===== src/rtl/align_pkg.sv =====
// Shared widths, types and shift-distance helper for the BFP alignment stage.
// Optional sticky-bit jamming is enabled with the ALIGN_STICKY_EN macro.
package align_pkg;

  localparam int EXP_W = 5;
  localparam int PP_W  = 5;
  localparam int OUT_W = 16;
  localparam int G     = OUT_W - PP_W;
  // Enough bits to encode a shift of exactly OUT_W (full saturation).
  localparam int SH_W  = $clog2(OUT_W + 1);

  typedef logic [EXP_W-1:0]       exp_t;
  typedef logic signed [PP_W-1:0] pp_t;
  typedef logic [OUT_W-1:0]       aligned_t;

  // Clamp the distance so that anything at or beyond OUT_W shifts out every bit.
  function automatic logic [SH_W-1:0] sat_shift(input exp_t d);
    if (32'(d) >= OUT_W) return SH_W'(OUT_W);
    return SH_W'(d);
  endfunction

endpackage


===== src/rtl/align_barrel_shifter.sv =====
// Combinational log-barrel arithmetic right shifter (stages 1/2/4/8/16).
// With ALIGN_STICKY_EN defined it also reports the OR of all bits shifted out.
module align_barrel_shifter
  import align_pkg::*;
(
  input  aligned_t data_i,
  input  exp_t     dist_i,
  output aligned_t data_o,
  output logic     sat_o,
  output logic     sticky_o
);

  logic [SH_W-1:0] amt;
  aligned_t        stage [SH_W+1];

  assign amt      = sat_shift(dist_i);
  assign sat_o    = 32'(dist_i) >= OUT_W;
  assign stage[0] = data_i;

`ifdef ALIGN_STICKY_EN
  logic [SH_W-1:0] lost;
`endif

  generate
    for (genvar gi = 0; gi < SH_W; gi++) begin : g_stage
      localparam int S = 1 << gi;
      assign stage[gi+1] = amt[gi] ? aligned_t'($signed(stage[gi]) >>> S) : stage[gi];
`ifdef ALIGN_STICKY_EN
      // Bits falling off the bottom of this stage; the stages together cover all of them.
      localparam aligned_t MASK = (S >= OUT_W) ? {OUT_W{1'b1}} : aligned_t'((32'd1 << S) - 32'd1);
      assign lost[gi] = amt[gi] & (|(stage[gi] & MASK));
`endif
    end
  endgenerate

  assign data_o = stage[SH_W];

`ifdef ALIGN_STICKY_EN
  assign sticky_o = |lost;
`else
  assign sticky_o = 1'b0;
`endif

endmodule


===== src/rtl/alignment.sv =====
// Exponent-alignment stage: registered arithmetic right shift by (exp_max - exp).
// Optional sticky jamming into bit 0 via ALIGN_STICKY_EN; ports identical in both builds.
module alignment
  import align_pkg::*;
(
  input  logic     clk,
  input  logic     rst,
  input  logic     in_valid,
  input  exp_t     exp,
  input  exp_t     exp_max,
  input  pp_t      signed_pp,
  output logic     out_valid,
  output aligned_t aligned_pp,
  output logic     exp_err
);

  logic [EXP_W:0] d_full;
  aligned_t       w;
  aligned_t       shifted;
  logic           sat;
  logic           sticky;
  aligned_t       result_d, result_q;
  logic           err_d, err_q;
  logic           valid_q;

  assign d_full = {1'b0, exp_max} - {1'b0, exp};
  assign w      = {signed_pp, {G{1'b0}}};

  align_barrel_shifter u_shifter (
    .data_i   (w),
    .dist_i   (d_full[EXP_W-1:0]),
    .data_o   (shifted),
    .sat_o    (sat),
    .sticky_o (sticky)
  );

  always_comb begin
    result_d = '0;
    err_d    = 1'b0;
    // A borrow out of the subtraction means exp > exp_max.
    if (d_full[EXP_W]) begin
      err_d = 1'b1;
    end else begin
      result_d    = sat ? {OUT_W{w[OUT_W-1]}} : shifted;
      result_d[0] = result_d[0] | sticky;
    end
  end

  always_ff @(posedge clk) begin
    if (rst) begin
      valid_q  <= 1'b0;
      result_q <= '0;
      err_q    <= 1'b0;
    end else begin
      valid_q <= in_valid;
      if (in_valid) begin
        result_q <= result_d;
        err_q    <= err_d;
      end
    end
  end

  assign out_valid  = valid_q;
  assign aligned_pp = result_q;
  assign exp_err    = err_q;

endmodule


===== config.mk =====
export PLATFORM = sky130hd
export DESIGN_NAME = alignment
export DESIGN_NICKNAME = d
export VERILOG_FILES = /design/src/rtl/align_pkg.sv /design/src/rtl/align_barrel_shifter.sv /design/src/rtl/alignment.sv
export SDC_FILE = /design/constraint.sdc
export NUM_CORES = 1
export LEC_CHECK = 0
export ABC_AREA = 1
export BUFFER_PORTS_ARGS = -buffer_cell sky130_fd_sc_hd__buf_2
export CAP_MARGIN = 20
export CORE_MARGIN = 2
export CORE_UTILIZATION = 46
export DETAILED_ROUTE_END_ITERATION = 6
export PLACE_DENSITY = 0.75
export SLEW_MARGIN = 15
export SYNTH_ARGS = -nofsm -noshare
export SYNTH_HDL_FRONTEND = slang
export SYNTH_SLANG_ARGS = --single-unit

===== constraint.sdc =====
create_clock -name clk -period 2 [get_ports clk]
set_input_delay 0.2 -clock clk [delete_from_list [all_inputs] [get_ports clk]]
set_output_delay 0.2 -clock clk [all_outputs]
set_load 0.05 [all_outputs]

==> results.toml, run 1 <==
[pwr]
total_power_mw = 1.15
irDropWorstVdd_uv = 542
p_per_area_nw_per_um2 = 733
leakagePower_nw = 0.829

[global_route]
met2_usage_pct = 29.6
busiest_layer = "met2"
grtUsageMet3_pct = 3.00
grt_usage_pct = 19.3
grtUsageMet1_pct = 28.3
grt_start_max_net_pins = 19
grt_overflow = 0
grt_antenna_before_repair = 0
grt_first_pass_wirelength_mm = 4.99
grt_pass1_vias = 1158

[flow_run]
maxCapViolations = 0

[cts]
numCtsBuffers = 3
clk_latency_ps = 290
clock-root-buffer = "clkbuf_4"
h-tree-depth = 1
clk_pin_slew_ps = 100
cts_sinks = 18
clk_path_buf_depth = 2
cts_tree = "built"

[routing]
vias = 1348
drt-wirelength-per-cell_um = 10.5
wirelength_mm = 2.87
drc = 0
first_pass_iters = 4
via_per_inst = 4.92
ant_nets = 0
initialDrtViolationCount = 61

[final_layout]
areaGrowthSynthToFinish_pct = 23.1
most-common-layout-cells = "nand2_1 (79), buf_2 (35), nand3_1 (25), dfxtp_1 (18), a21oi_1 (17)"
final_nets = 268
num_antenna_cells = 0
final_util_pct = 58.3
drive_above_1_share_pct = 29.2
final_common_cell = "nand2_1"
fillers = 264

[place]
io_buffers = 35
place_hpwl_mm = 2.34
gp_congestion = 0.983

[yosys]
yosysUniqueCellTypes = 24
ys_warn_count = 0
synthAdderAreaFrac_pct = 6.50
syn_avg_cell_area_sq_um = 6.39
synth_compound_area_share_pct = 11.4
synth_xor_area_share_pct = 0.689
ys.flop_type = "dfxtp_1"
ys_seq_area_share_pct = 28.3
synthesis.area_sq_um = 1270
synth_top_family_by_area = "simple AND/OR/NAND/NOR gates"
postSynthCellCount = 199
synth_edf_count = 0
synth_nets = 223
synthMuxAreaShare_pct = 0
synth_seq_cells = 18
async_flop_share_pct = 0
synth-simple-area-share_pct = 44.2

[floorplanning]
rows = 19
die_area_sq_um = 3200
start_util_pct = 47.3
die_h_um = 56.6
core_area_sq_um = 2690
boundaryPins = 36
die_x_um = 56.6

[sta]
worstMarginPinSlew_ps = 371
hold_violations = 0
finalCriticalPeriod_ps = 1770
relSlewSlack_pct = 75.2
drv_slew = 0
finClkSkew_ps = 0
timing.fmax_mhz = 564
setup_viol = 0
grt_setup_unrepaired = "no"
fin_crit_sh_pct = 88.6

[worst_hold_path]
hold_path_class = "in2reg"

[worst_setup_path]
cp_max_fo = 3
crit_type = "in2reg"
arrival_ps = 2010
cp-start-kind = "input port"
endpoint_kind = "flip-flop"
required_ps = 2230

[outcome]
status = "finished, final reports clean"
final cells by class:
cell class	count	area [sq um]	area share (%)
clock buffer	4	36.3	2.32
tap	31	38.8	2.48
sequential	18	360	23.0
inverter	23	86.3	5.52
timing repair buffer	44	243	15.5
multi-input combinational	154	801	51.2
what timing repair did:
item | CTS | global route
endpoints found under the setup margin | 0 | 3
hold buffers | 0 | 0
gates resized for setup | 0 | 1
setup buffers | 0 | 0
hold endpoints to repair | 0 | 0
registers in the layout, indices dropped and copies added, names as in the netlist:
| name | count |
|---|---|
| aligned_pp | 16 |
| out_valid | 1 |
| exp_err | 1 |
synth_stat cells (2+ instances only):
cell / count / area, sq um
nand2_2: 2 / 12.5
nor2_2: 2 / 12.5
a21oi_1: 17 / 85.1
ha_1: 5 / 62.6
nand2_1: 79 / 297
nand3_2: 4 / 40.0
clkbuf_1: 3 / 11.3
nand3_1: 25 / 125
nand2_4: 2 / 22.5
a21oi_2: 4 / 35.0
inv_1: 16 / 60.1
nor2_1: 6 / 22.5
clkinv_1: 2 / 7.51
inv_2: 5 / 18.8
dfxtp_1: 18 / 360
metal layers:
metal / wire [um] / part of all wire (%)
met1: 1480 / 52
met2: 1220 / 43
met3: 155 / 5.4
met4: 14 / 0.49
met5: 0 / 0
critical path, cell delays in order:
cell and delay [ps]:
buf_2 100, ha_1 210, fa_2 350, inv_2 70, nand3_1 80, nand3_1 120
nand2_1 110, nor2_2 160, nand2_1 100, nor2_1 140, nand2_1 90, nand3_1 90
nand2_1 60, a21oi_2 120
path summary, 6_finish.rpt:
| check | from | to | slack, ps | depth (start not counted) |
|---|---|---|---|---|
| max reg2reg | aligned_pp[6] | aligned_pp[6] | 1380 | 2 |
| max | exp[0] | aligned_pp[8] | 230 | 14 |
| min | in_valid | exp_err | 200 | 3 |
| min reg2reg | aligned_pp[11] | aligned_pp[11] | 470 | 2 |
power breakdown:
| group | internal [mW] | leakage [nW] | switching (mW) | total (mW) |
|---|---|---|---|---|
| clock | 0.111 | 0.0210 | 0.110 | 0.221 |
| combinational | 0.177 | 0.661 | 0.355 | 0.532 |
| sequential | 0.383 | 0.147 | 0.0108 | 0.394 |
| total | 0.671 | 0.829 | 0.476 | 1.15 |
stage by stage:
stage | area [sq um] | setup slack (ps) | TNS [ps] | instances | hold WS, ps
floorplan | 1270 | 116 | 0 | 199 | 343
global placement | 1530 | -131 | -1470 | 270 | 449
detailed placement | 1530 | -139 | -1780 | 270 | 454
CTS | 1560 | 171 | 0 | 274 | 194
global route | 1570 | 10.7 | 0 | 274 | 218
finish | 1570 | 227 | 0 | 274 | 201
cells by family after synthesis:
family,Yosys count
compound gates,23
xor+xnor,1
fa+ha+maj,6
buf+inv,27
flops,18
simple gates,124
Note: power is estimated with default switching activity, not from simulation.
==> run 2, diff against run 1 <==
Settings changed: MAX_ROUTING_LAYER from default to met4.
==> run 2 against run 1 <==
  * Design area grew 0.32%
  * Final cell count grew 0.36%
  * First-iteration DRC count grew 4.9%
  * Maximum frequency shrank 3.1%
  * Clock skew is the same
  * Count of clock-buffer cells in the layout is the same
  * Highest routed layer unchanged
  * Combinational power grew 0.9%
  * Non-clock buffer count grew 1
  * Utilization grew 0.19 points
  * Via count shrank 0.82%
==> results.toml, run 2 (synthesis results as in run 1) <==
[worst_setup_path]
required_ps = 2170
reg2reg_from = "aligned_pp[6]"
cp_top_family = "adder cells"
path_cells = "buf_2 > ha_1 > fa_1 > inv_2 > nand3_1 > nand3_1 > nand2_4 > buf_4 > o21ai_2 > a21oi_4 > nand2_1 > a21oi_1"
max_stage_delay_ps = 400
arrival_ps = 2000
cp_max_fo = 8
r2r_end = "aligned_pp[6]"
rr_worst_depth = 2
crit_type = "in2reg"
cp_common_cell = "nand3_1"
critPathSlowestCell = "fa_1"
ff2ff_setup_slack_ps = 1380
endpoint_kind = "flip-flop"
cp-start-kind = "input port"
crit_buf_inv = 3

[final_layout]
most-common-layout-cells = "nand2_1 (79), buf_2 (35), nand3_1 (25), dfxtp_1 (18), a21oi_1 (17)"
num_antenna_cells = 0
drive_above_1_share_pct = 29.1
areaGrowthSynthToFinish_pct = 23.5
final_common_cell = "nand2_1"
finish.instance_area_sq_um = 1570
largest_register_ffs = 16
final_nets = 269

[cts]
clk_latency_ps = 290
numCtsBuffers = 3
post_cts_buffers = 0
cts_tree = "built"
ctsResizeCount = 0
clk_path_buf_depth = 2
h-tree-depth = 1
cts_sinks = 18
ctsHoldBuffers = 0
clk_pin_slew_ps = 100
clock-root-buffer = "clkbuf_4"

[routing]
ant_nets = 0
drc = 0
initialDrtViolationCount = 64
vias = 1337
first_pass_iters = 4
via_per_inst = 4.86
wirelength_mm = 2.88
drt-wirelength-per-cell_um = 10.5

[global_route]
grt_usage_pct = 19.9
grt_overflow = 0
grt_antenna_before_repair = 0
grt_first_pass_wirelength_mm = 5.10
grt_pass1_vias = 1222
grt_start_max_net_pins = 19

[floorplanning]
start_util_pct = 47.3
rows = 19
boundaryPins = 36
die_x_um = 56.6
die_area_sq_um = 3200
core_area_sq_um = 2690
die_h_um = 56.6

[sta]
hold_ws_ps = 205
relSlewSlack_pct = 75.5
finClkSkew_ps = 0
drv_slew = 0
grt_setup_unrepaired = "no"
worstMarginPinSlew_ps = 368
setup_viol = 0
fin_crit_sh_pct = 91.4
timing.fmax_mhz = 547
finalCriticalPeriod_ps = 1830
hold_violations = 0

[pwr]
irDropWorstVdd_uv = 538
p_per_area_nw_per_um2 = 732
leakagePower_nw = 0.834

[place]
io_buffers = 35
gp_congestion = 0.933
dpl-instance-area_sq_um = 1530
place_hpwl_mm = 2.34

[worst_hold_path]
worstHoldStart = "in_valid"
whs_path_depth = 3
min_to = "exp_err"
hold_path_class = "in2reg"

[flow_run]
maxCapViolations = 0

[outcome]
status = "finished, final reports clean"
[run 2: cell type report]
| type | instances | area (sq um) |
|---|---|---|
| clock buffers | 4 | 36.3 |
| fillers | 279 | 1120 |
| inverters | 23 | 86.3 |
| multi-input cells | 154 | 798 |
| flip-flops and latches | 18 | 360 |
| well taps | 31 | 38.8 |
| repair buffers | 45 | 250 |
[run 2: through the flow]
stage	util, %	cells	setup TNS, ps	total power [mW]	setup WS [ps]
floorplan	-	199	0	0.798	116
global placement	57.1	271	-1350	0.935	-108
detailed placement	57.1	271	-1500	0.934	-126
CTS	58.5	275	0	1.16	187
global route	58.5	275	0	1.23	14.7
finish	58.5	275	0	1.15	171
[run 2: routing by layer]
layer	vias to the layer above	share of wire (%)	track usage, %
met5	-	0	-
met4	0	0.49	4.08
met3	2	3.7	2.30
met2	32	43	30.9
met1	574	53	28.0
li1	729	-	-
[run 2: where the power goes]
group,switching [mW],internal [mW],total [mW]
clock network,0.107,0.111,0.218
registers,0.0107,0.383,0.394
logic,0.357,0.180,0.537
[run 2: worst register-to-register path: cells and delay by family, from the launching register on]
| kind | cells | cell delay [ps] |
|---|---|---|
| compound gates | 1 | 120 |
| simple gates | 1 | 70 |
| flops | 1 | 360 |
[run 2: worst max-delay path by stage]
stage | from | end | slack (ps) | cells after the start
2_1_floorplan | exp_max[0] | aligned_pp[4] | 120 | 16
3_3_place_gp | exp[0] | aligned_pp[4] | -110 | 14
3_5_place_dp | exp[0] | aligned_pp[11] | -130 | 12
4_1_cts | exp[0] | aligned_pp[11] | 190 | 12
5_1_grt | exp[0] | aligned_pp[11] | 10 | 16
6_report | exp[0] | aligned_pp[11] | 170 | 12
==> run 3, diff against run 2 <==
--- a/config.mk
+++ b/config.mk
@@ -12,2 +12,3 @@
 export CORE_UTILIZATION = 46
+export CTS_CLUSTER_DIAMETER = 60
 export DETAILED_ROUTE_END_ITERATION = 6
==> constraint.sdc (replaced) <==
create_clock -name clk -period 2 [get_ports clk]
set_input_delay 0.1 -clock clk [delete_from_list [all_inputs] [get_ports clk]]
set_output_delay 0.1 -clock clk [all_outputs]
set_load 0.05 [all_outputs]
==> run 3 against run 2 <==
  * Critical path depth grew 5
  * Critical path type unchanged
  * Routed wire length shrank 1.6%
  * Die area is the same
  * Global-route usage shrank 0.41 points
  * Combinational power shrank 4%
  * Count of clock-buffer cells in the layout is the same
  * Flip-flop and latch count is the same
  * Register-to-register slack is essentially flat
  * Non-clock buffer count shrank 4
  * Largest power group unchanged
==> results.toml, run 3 (synthesis results as in run 1) <==
[outcome]
status = "finished, final reports clean"

[routing]
wirelength_mm = 2.83
vias = 1338
via_per_inst = 4.94
drc = 0
first_pass_iters = 4
drt-wirelength-per-cell_um = 10.4
initialDrtViolationCount = 63
ant_nets = 0

[floorplanning]
die_x_um = 56.6
die_area_sq_um = 3200
start_util_pct = 47.3
boundaryPins = 36
rows = 19
core_area_sq_um = 2690
die_h_um = 56.6

[global_route]
grt_usage_pct = 19.5
grt_overflow = 0
grt_antenna_before_repair = 0
grt_pass1_vias = 1218
grt_first_pass_wirelength_mm = 4.92
grt_start_max_net_pins = 19

[sta]
worstMarginPinSlew_ps = 360
finalCriticalPeriod_ps = 1780
fin_crit_sh_pct = 88.8
drv_slew = 0
timing.fmax_mhz = 563
hold_violations = 0
relSlewSlack_pct = 76.0
hold_ws_ps = 99.8
setup_viol = 0
grt_setup_unrepaired = "no"
finClkSkew_ps = 0
fin_ws_ps = 224

[worst_hold_path]
hold_path_class = "in2reg"

[final_layout]
largest_register_ffs = 16
most-common-layout-cells = "nand2_1 (79), buf_2 (35), nand3_1 (25), dfxtp_1 (18), a21oi_1 (17)"
drive_above_1_share_pct = 27.9
final_nets = 265
areaGrowthSynthToFinish_pct = 21.2
final_util_pct = 57.3
fin_cells = 271
num_antenna_cells = 0
final_common_cell = "nand2_1"

[pwr]
total_power_mw = 1.13
p_sw_share_pct = 41.5
leakagePower_nw = 0.814
p_seq_share_pct = 34.9
p_per_area_nw_per_um2 = 732
p_switching_uw = 468
irDropWorstVdd_uv = 513
p_clk_share_pct = 19.1
pwr-share-comb_pct = 46.0
p_int_uw = 659

[cts]
ctsHoldBuffers = 0
clk_pin_slew_ps = 90
cts_sinks = 18
h-tree-depth = 1
ctsResizeCount = 0
cts_tree = "built"
clk_path_buf_depth = 2
clk_latency_ps = 290
clock-root-buffer = "clkbuf_4"
post_cts_buffers = 0
numCtsBuffers = 3

[place]
place_inst = 267
io_buffers = 35
dpl_worst_slack_ps = -61.6
place_hpwl_mm = 2.35
gp_congestion = 0.933

[worst_setup_path]
required_ps = 2170
worstSetupEndpoint = "aligned_pp[13]"
max_stage_delay_ps = 410
cp-start-kind = "input port"
cp-startpoint = "exp[0]"
endpoint_kind = "flip-flop"
critPathSlowestCell = "fa_1"
arrival_ps = 1950
rr_worst_depth = 2
cp.depth = 17
r2r_end = "exp_err"
reg2reg_from = "exp_err"
ff2ff_setup_slack_ps = 1390
cp_common_cell = "nand2_1"
cp_max_fo = 8
path_cells = "buf_2 > ha_1 > fa_1 > inv_2 > nand2_1 > nand2_2 > nand3_2 > nand2_4 > nand2_4 > inv_2 > nand2_1 > nand2_1 > nand2_1 > nand2_1 > nand2_1 > nand2_1 > a21oi_1"
crit_type = "in2reg"
cp_top_family = "simple AND/OR/NAND/NOR gates"
crit_buf_inv = 3

[flow_run]
maxCapViolations = 0
## run 3: changes by cell type in the layout (fill, tap and decap cells not counted), sizes merged
| cell | delta |
|---|---|
| buf | -4 |
## run 3: power groups by stage
| stage | Clock, mW | Sequential (mW) | Combinational [mW] |
|---|---|---|---|
| global placement | 0 | 0.401 | 0.516 |
| finish | 0.215 | 0.393 | 0.518 |
| detailed placement | 0 | 0.402 | 0.514 |
| floorplan | 0 | 0.490 | 0.309 |
| CTS | 0.225 | 0.394 | 0.516 |
| global route | 0.235 | 0.397 | 0.574 |
## run 3: final cells by class
class,count,area [sq um]
multi-input combinational,154,798
timing repair buffer,41,220
fill,296,1150
clock buffer,4,36.3
inverter,23,86.3
sequential,18,360
tap,31,38.8
## run 3: worst reg2reg max path: stages, from the launching register on
cell,delay (ps)
dfxtp_1,340
nor2_1,40
nor3_1,160
## run 3: worst min-delay path by stage
stage | from | end | cells after the start
CTS | in_valid | exp_err | 3
finish | in_valid | exp_err | 3
floorplan | signed_pp[4] | aligned_pp[15] | 2
global route | in_valid | exp_err | 3
global placement | in_valid | exp_err | 3
detailed placement | in_valid | exp_err | 3
## run 3: through the flow
stage | area [sq um] | setup TNS [ps]
floorplan | 1270 | 0
global placement | 1500 | 0
detailed placement | 1500 | -318
CTS | 1540 | 0
global route | 1540 | 0
finish | 1540 | 0
## run 3: metal layers
layer,vias up,share of wire (%),global-route usage [%]
met1,573,50,26.4
met4,0,1.5,6.12
met5,-,0,-
met2,44,43,30.2
li1,717,-,-
met3,4,6.0,2.53
